--- src/rtl/wb_pkg.sv ---
// Shared types and helpers for the Wishbone master.
// Ops, response codes, FSM encodings and the lane-merge helper.
package wb_pkg;

    typedef enum logic [1:0] {
        OP_READ  = 2'd0,
        OP_WRITE = 2'd1,
        OP_RMW   = 2'd2,
        OP_ILL   = 2'd3
    } wb_op_t;

    typedef enum logic [1:0] {
        RSP_ACK     = 2'd0,
        RSP_ERR     = 2'd1,
        RSP_TIMEOUT = 2'd2,
        RSP_ILLEGAL = 2'd3
    } wb_rsp_t;

    localparam logic [2:0] ST_IDLE    = 3'd0;
    localparam logic [2:0] ST_RD_REQ  = 3'd1;
    localparam logic [2:0] ST_RD_WAIT = 3'd2;
    localparam logic [2:0] ST_WR_REQ  = 3'd3;
    localparam logic [2:0] ST_WR_WAIT = 3'd4;

    // Widest data bus the merge helper handles.
    localparam int WB_MAX_DW = 256;

    // Bits set in sel_mask come from new_d, the rest from old_d.
    function automatic logic [WB_MAX_DW-1:0] wb_merge(
        input logic [WB_MAX_DW-1:0] old_d,
        input logic [WB_MAX_DW-1:0] new_d,
        input logic [WB_MAX_DW-1:0] sel_mask
    );
        return (old_d & ~sel_mask) | (new_d & sel_mask);
    endfunction

endpackage

--- src/rtl/wb_watchdog.sv ---
// Bus phase watchdog: counts idle-bus cycles of one phase.
// expired_o flags the cycle whose edge would reach TIMEOUT.
import wb_pkg::*;

module wb_watchdog #(
    parameter int TIMEOUT = 16
) (
    input  logic clk_i,
    input  logic rst_i,
    input  logic clear_i,
    input  logic run_i,
    output logic expired_o
);

    localparam int CW = $clog2(TIMEOUT + 1);

    logic [CW-1:0] cnt;

    // Cycle counter, cleared at every phase start.
    always_ff @(posedge clk_i or negedge rst_i) begin
        if (!rst_i) begin
            cnt <= '0;
        end else if (clear_i) begin
            cnt <= '0;
        end else if (run_i) begin
            cnt <= cnt + CW'(1);
        end
    end

    assign expired_o = run_i && (cnt == CW'(TIMEOUT - 1));

endmodule

--- src/rtl/wb_master_ctrl.sv ---
// Wishbone B4 initiator: single read, write or locked RMW
// per command, classic or pipelined, with a phase watchdog.
import wb_pkg::*;

module wb_master_ctrl #(
    parameter  int ADDR_WIDTH = 16,
    parameter  int DATA_WIDTH = 32,
    parameter  int GRANULE    = 8,
    parameter  int TIMEOUT    = 16,
    localparam int SEL_WIDTH  = DATA_WIDTH / GRANULE
) (
    input  logic                  clk_i,
    input  logic                  rst_i,
    input  logic                  cmd_valid_i,
    output logic                  cmd_ready_o,
    input  logic [1:0]            cmd_op_i,
    input  logic                  cmd_pipe_i,
    input  logic [ADDR_WIDTH-1:0] cmd_adr_i,
    input  logic [SEL_WIDTH-1:0]  cmd_sel_i,
    input  logic [DATA_WIDTH-1:0] cmd_dat_i,
    output logic                  rsp_valid_o,
    output logic [1:0]            rsp_status_o,
    output logic [DATA_WIDTH-1:0] rsp_dat_o,
    output logic                  cyc_o,
    output logic                  stb_o,
    output logic                  we_o,
    output logic [ADDR_WIDTH-1:0] adr_o,
    output logic [SEL_WIDTH-1:0]  sel_o,
    output logic [DATA_WIDTH-1:0] dat_o,
    input  logic [DATA_WIDTH-1:0] dat_i,
    input  logic                  ack_i,
    input  logic                  err_i,
    input  logic                  stall_i
);

    logic [2:0]            state;
    logic                  pipe_q;
    logic                  rmw_q;
    logic [DATA_WIDTH-1:0] wdat_q;
    logic [SEL_WIDTH-1:0]  wsel_q;
    logic [DATA_WIDTH-1:0] lane_mask;
    logic [DATA_WIDTH-1:0] merged;
    logic                  busy;
    logic                  rd_phase;
    logic                  in_req;
    logic                  bus_hit;
    logic                  to_write;
    logic                  wd_clear;
    logic                  wd_run;
    logic                  wd_expired;

    assign busy     = (state != ST_IDLE);
    assign rd_phase = (state == ST_RD_REQ) || (state == ST_RD_WAIT);
    assign in_req   = (state == ST_RD_REQ) || (state == ST_WR_REQ);
    assign bus_hit  = busy && (ack_i || err_i);
    assign to_write = rd_phase && rmw_q && ack_i && !err_i;
    assign wd_clear = (!busy && cmd_valid_i) || to_write;
    assign wd_run   = busy && !(ack_i || err_i);

    // Expand the command byte lanes into a bit mask.
    always_comb begin
        lane_mask = '0;
        for (int k = 0; k < SEL_WIDTH; k++) begin
            lane_mask[k*GRANULE +: GRANULE] = {GRANULE{wsel_q[k]}};
        end
    end

    assign merged = DATA_WIDTH'(wb_merge(WB_MAX_DW'(dat_i),
                                         WB_MAX_DW'(wdat_q),
                                         WB_MAX_DW'(lane_mask)));

    wb_watchdog #(
        .TIMEOUT (TIMEOUT)
    ) u_wdog (
        .clk_i     (clk_i),
        .rst_i     (rst_i),
        .clear_i   (wd_clear),
        .run_i     (wd_run),
        .expired_o (wd_expired)
    );

    // Command FSM driving the bus and the response port.
    always_ff @(posedge clk_i or negedge rst_i) begin
        if (!rst_i) begin
            state        <= ST_IDLE;
            cmd_ready_o  <= 1'b1;
            rsp_valid_o  <= 1'b0;
            rsp_status_o <= RSP_ACK;
            rsp_dat_o    <= '0;
            cyc_o        <= 1'b0;
            stb_o        <= 1'b0;
            we_o         <= 1'b0;
            adr_o        <= '0;
            sel_o        <= '0;
            dat_o        <= '0;
            pipe_q       <= 1'b0;
            rmw_q        <= 1'b0;
            wdat_q       <= '0;
            wsel_q       <= '0;
        end else begin
            rsp_valid_o <= 1'b0;
            if (!busy) begin
                if (cmd_valid_i && cmd_op_i == OP_ILL) begin
                    rsp_valid_o  <= 1'b1;
                    rsp_status_o <= RSP_ILLEGAL;
                    rsp_dat_o    <= '0;
                end else if (cmd_valid_i) begin
                    cyc_o       <= 1'b1;
                    stb_o       <= 1'b1;
                    adr_o       <= cmd_adr_i;
                    pipe_q      <= cmd_pipe_i;
                    rmw_q       <= (cmd_op_i == OP_RMW);
                    wdat_q      <= cmd_dat_i;
                    wsel_q      <= cmd_sel_i;
                    cmd_ready_o <= 1'b0;
                    if (cmd_op_i == OP_WRITE) begin
                        we_o  <= 1'b1;
                        sel_o <= cmd_sel_i;
                        dat_o <= cmd_dat_i;
                        state <= ST_WR_REQ;
                    end else begin
                        we_o  <= 1'b0;
                        sel_o <= (cmd_op_i == OP_RMW) ? '1 : cmd_sel_i;
                        state <= ST_RD_REQ;
                    end
                end
            end else if (to_write) begin
                // Locked cycle: cyc_o stays high into the write.
                state     <= ST_WR_REQ;
                stb_o     <= 1'b1;
                we_o      <= 1'b1;
                dat_o     <= merged;
                rsp_dat_o <= dat_i;
            end else if (bus_hit || wd_expired) begin
                state        <= ST_IDLE;
                cmd_ready_o  <= 1'b1;
                rsp_valid_o  <= 1'b1;
                cyc_o        <= 1'b0;
                stb_o        <= 1'b0;
                we_o         <= 1'b0;
                if (!bus_hit) begin
                    rsp_status_o <= RSP_TIMEOUT;
                end else if (err_i) begin
                    rsp_status_o <= RSP_ERR;
                end else begin
                    rsp_status_o <= RSP_ACK;
                end
                if (rd_phase) begin
                    rsp_dat_o <= (bus_hit && !err_i) ? dat_i : '0;
                end else if (!rmw_q) begin
                    rsp_dat_o <= '0;
                end
            end else if (pipe_q && in_req && !stall_i) begin
                stb_o <= 1'b0;
                state <= rd_phase ? ST_RD_WAIT : ST_WR_WAIT;
            end
        end
    end

endmodule

--- config.mk ---
export PLATFORM = sky130hd
export DESIGN_NAME = wb_master_ctrl
export DESIGN_NICKNAME = d
export VERILOG_FILES = /design/src/rtl/wb_pkg.sv /design/src/rtl/wb_watchdog.sv /design/src/rtl/wb_master_ctrl.sv
export SDC_FILE = /design/constraint.sdc
export NUM_CORES = 1
export LEC_CHECK = 0
export CAP_MARGIN = 40
export CORE_MARGIN = 2
export CORE_UTILIZATION = 41
export CTS_CLUSTER_DIAMETER = 50
export DETAILED_ROUTE_END_ITERATION = 10
export DONT_BUFFER_PORTS = 1
export GPL_ROUTABILITY_DRIVEN = 1
export SKIP_LAST_GASP = 1
export SLEW_MARGIN = 10
export SYNTH_ARGS = -nofsm -noshare
export SYNTH_HDL_FRONTEND = slang
export SYNTH_HIERARCHICAL = 1
export SYNTH_SLANG_ARGS = --single-unit
--- constraint.sdc ---
create_clock -name clk_i -period 3.31 [get_ports clk_i]
set_clock_uncertainty 0.2 [all_clocks]
set_input_delay 0.4965 -clock clk_i [delete_from_list [all_inputs] [get_ports clk_i]]
set_output_delay 0.4965 -clock clk_i [all_outputs]
set_load 0.05 [all_outputs]
==> results <==
- The number of buffers created by CTS is 17.
- For this design, the slowest cell found on the critical path is sky130_fd_sc_hd__o21ai_4.
- The number of slew-limit violations in the final report is 0.
- The number of gates resized after CTS was 0.
- The remaining antenna violation count is 0.
- In the layout the commonest cells are sky130_fd_sc_hd__nand2_1 (204), sky130_fd_sc_hd__dfrtp_1 (135), sky130_fd_sc_hd__dlygate4sd3_1 (60), sky130_fd_sc_hd__inv_1 (37), sky130_fd_sc_hd__mux2i_1 (34).
- In this run the critical register-to-register path is captured at rsp_dat_o[19].
- The synthesized design contains 0 enable-type register cells.
- The placer congestion estimate is around 0.8.
- The flow ran to the end, but the final reports show violations.
- The worst endpoint data arrival time is 2.81 ns.
- The number of unique standard cell types used by synthesis is 46.
- The first detailed-routing pass ran for 4 iterations.
- Sequential cells were found to cover about 58% of the synthesized design area.
- The average wire length per cell after detail routing is ~19 µm.
- The worst path required time is roughly 3.5 ns.
- The highest attainable clock frequency is approximately 380 MHz.
- The post-route DRC violation count is 0.
- The combined global-route utilization of all metal layers is about a fifth.
- The worst setup slack for register-to-register paths is ~0.65 ns.
- After clock tree synthesis, the clock-pin slew on the worst setup and hold paths is around 0.060 ns.
- Traced cell by cell, the critical path runs through ha_1, and3_1, ha_1, and2_1, nor3_1, nor2_1, o21ai_4, buf_12, a22o_1.
- Adding up every negative setup slack in the final design gives 0 ns.
- The number of endpoints with negative hold slack in the final report is around 140.
- The flip-flop cell with the highest count after synthesis is sky130_fd_sc_hd__dfrtp_1.
- Cells fill 51.62% of the core in the end.
- In this run the worst hold path is classified as in2async.
- The synthesized design contains between 100 and 150 register bits.
- The final cycle utilization of the critical path is about four fifths.
- Clock tree synthesis selected as its root buffer the cell sky130_fd_sc_hd__clkbuf_16.
- Cells with a size suffix above 1 make up slightly below 8% of the layout.
- The clock latency on the worst-skew pair is between 0.4 and 0.5 ns.
- The die span in x is 123.7 µm.
- The cell taking the most area after synthesis is sky130_fd_sc_hd__dfrtp_1.
- The maximum single-stage delay on the critical path is ~0.48 ns.
- In this run the number of H-tree levels came out at 4.
- The starting utilization of the core area is between 40% and 50%.
- The largest voltage drop on the vdd net is approximately 0.49 mV.
- The post-route minimum period is approximately 2.7 ns.
- The static power due to leakage is roughly 3.5 nW.
- The number of antenna violations at the first check in global routing is 0.
- The most common cell after layout, fill and taps aside is sky130_fd_sc_hd__nand2_1.
- The area of the mapped netlist is just under 6000 µm².
- In this run the worst path has a maximum fanout of 17.
- After the first detailed-routing iteration, the DRC count stood at 228.
- Clock tree synthesis found a total of between 100 and 150 sinks.
- The first-pass GRT wire length is around 24 mm.
- The via count of the first global-routing pass is approximately 4,600.
- In this run the critical register-to-register path is launched from u_wdog/cnt[0].
- For the pin with the worst max-slew slack, the measured transition is roughly 0.57 ns.
- The routed layout has ~4,500 vias.
- The region available for standard cell placement spans 13,930 µm².
- The final number of setup-violating endpoints is 0.
- The share of synthesized area in the top cell type comes to between 50% and 60%.
- Each instance of the synthesized netlist takes up on average slightly above 10 µm².
- The number of nets handed over by synthesis was about 670.
- The setup path with the least slack is of type reg2reg.
- After synthesis, the cell types taking the most area are sky130_fd_sc_hd__dfrtp_1 (57%), sky130_fd_sc_hd__nand2_1 (13%), sky130_fd_sc_hd__mux2i_1 (5.8%).
- The worst-case reg-to-reg path depth is 9.
- After legalization and detailed placement, the total HPWL measured around 10 mm.
- The share of synthesized flip-flops with an asynchronous set or reset is 100.0%.
- The floorplan step set the die height to 123.7 µm.
- The number of nets in the finished design is 725.
- During placement, the flow inserted port buffers numbering 0.
- The max-cap check violation count is 0.
- The pin count of the biggest net entering global routing is between 100 and 150.
- The die area is about 15,000 µm².
- The number of antenna cells inserted is 0.
- The power density normalized to cell area is 1153 nW/µm².
- Among the stages of the critical path, the cell type that occurs most often is sky130_fd_sc_hd__ha_1.
- For this run the aggregate overflow at the end of global routing stands at 0.
- The headroom to the max-slew limit is 61.69%.
- The Yosys step of the flow raised 6 warnings.
- The mean number of vias per cell is between 5 and 6.
- The checks that failed: hold timing.
- The nature of the critical path endpoint is a register.
- In this run the worst setup path begins at u_wdog/cnt[0].
- In this run the count of I/O pins placed on the die edge is 184.
- The tightest hold path in the finished design has a slack of -0.4300 ns.
- The count of standard-cell rows is 43.
- The number of buffers between clock root and the deepest sink is 2.
- In the synthesized netlist, the number of instances is about 580.
- The worst setup path is launched from a register.
- The growth of design area from synthesis to finish is 22.37%.
- Setup repair after global routing left no endpoint under its margin.
- The routed wire length is ~16 mm.
- TritonCTS built the clock tree.
[state kept, by name (all words and copies together), names as in the netlist]
| signal | cells |
|---|---|
| rsp_status_o | 2 |
| cyc_o | 1 |
| state | 3 |
| adr_o | 16 |
| wdat_q | 32 |
| dat_o | 32 |
| rmw_q | 1 |
| wsel_q | 4 |
| rsp_valid_o | 1 |
| pipe_q | 1 |
| sel_o | 4 |
| we_o | 1 |
| u_wdog/cnt | 5 |
| cmd_ready_o | 1 |
| rsp_dat_o | 32 |
[cell families after synthesis]
| kind of cell | synth area share (%) |
|---|---|
| XOR/XNOR | 0.2981 |
| buffers and inverters | 5.939 |
| adder cells (fa/ha/maj) | 0.4256 |
| AND/OR/NAND/NOR | 17.22 |
| multiplexers | 6.045 |
| AO/OA/AOI/OAI | 12.15 |
| flip-flops | 57.92 |
[report_power, final]
part | leakage, nW | switching, mW | internal (mW)
combinational | 1.49 | 0.846 | 0.762
sequential | 1.72 | 2.41 | 2.37
clock | 0.287 | 0.688 | 1.22
total | 3.50 | 3.94 | 4.35
[synth_stat cells (2+ instances only)]
cell	n
sky130_fd_sc_hd__nand3b_1	3
sky130_fd_sc_hd__nor3_1	5
sky130_fd_sc_hd__a22o_1	32
sky130_fd_sc_hd__buf_1	4
sky130_fd_sc_hd__o221ai_1	32
sky130_fd_sc_hd__buf_2	6
sky130_fd_sc_hd__inv_1	37
sky130_fd_sc_hd__o21ai_0	5
sky130_fd_sc_hd__clkbuf_1	13
sky130_fd_sc_hd__nand3_1	5
sky130_fd_sc_hd__or3_1	2
sky130_fd_sc_hd__buf_4	8
sky130_fd_sc_hd__buf_6	5
sky130_fd_sc_hd__nand2_1	205
sky130_fd_sc_hd__mux2i_1	34
sky130_fd_sc_hd__a21oi_1	3
sky130_fd_sc_hd__nor2_4	2
sky130_fd_sc_hd__dfrtp_1	135
sky130_fd_sc_hd__ha_1	2
sky130_fd_sc_hd__and2_1	2
sky130_fd_sc_hd__nor2_1	11
[metrics by stage]
stage	setup WS (ns)	total power [mW]	cell area [µm²]	hold WS [ns]	cells
after floorplan	0.7827	5.904	5878	0.0009090	576
after global placement	0.5183	6.277	5998	0.003646	730
after detailed placement	0.6272	6.365	6003	0.004112	731
after CTS	0.6095	8.337	7133	-0.4477	816
after global routing	0.4258	8.735	7193	-0.4561	822
final	0.6513	8.292	7193	-0.4300	822
[critical path: cells and delay by family (launching register included)]
family	cells	cell delay, ns
simple gates	4	0.67
buf+inv	1	0.22
compound gates	2	0.62
fa+ha+maj	2	0.44
flops	1	0.44
[metal layers]
layer	wire (µm)	part of all wire, %	global-route usage (%)	vias up
li1	-	-	-	2052
met1	6329	40	24.97	2207
met2	7568	48	34.24	192
met3	1500	9.6	8.425	25
met4	294	1.9	9.659	0
met5	0	0	0	-
[area by class of cell]
class,count,area (µm²)
fill,1219,6741
sequential,136,3405
inverter,37,138.9
tap,180,225.2
multi-input combinational,367,2142
clock buffer,23,467.9
timing repair buffer,71,693.2
clock inverter,8,121.4
[worst max-delay path by stage]
stage	endpoint	slack (ns)	cells past startpoint
after floorplan	state[1]	0.78	9
final	rsp_dat_o[19]	0.65	9
after CTS	rsp_dat_o[19]	0.61	9
after global routing	rsp_dat_o[21]	0.43	9
after global placement	rsp_dat_o[10]	0.52	8
after detailed placement	rsp_dat_o[11]	0.63	9
[what timing repair did]
item                       CTS  global route
hold endpoints to repair   218           142
buffers inserted             0             0
setup endpoints to repair    0             0
hold buffers                54             6
(Power assumes the default switching activity.)
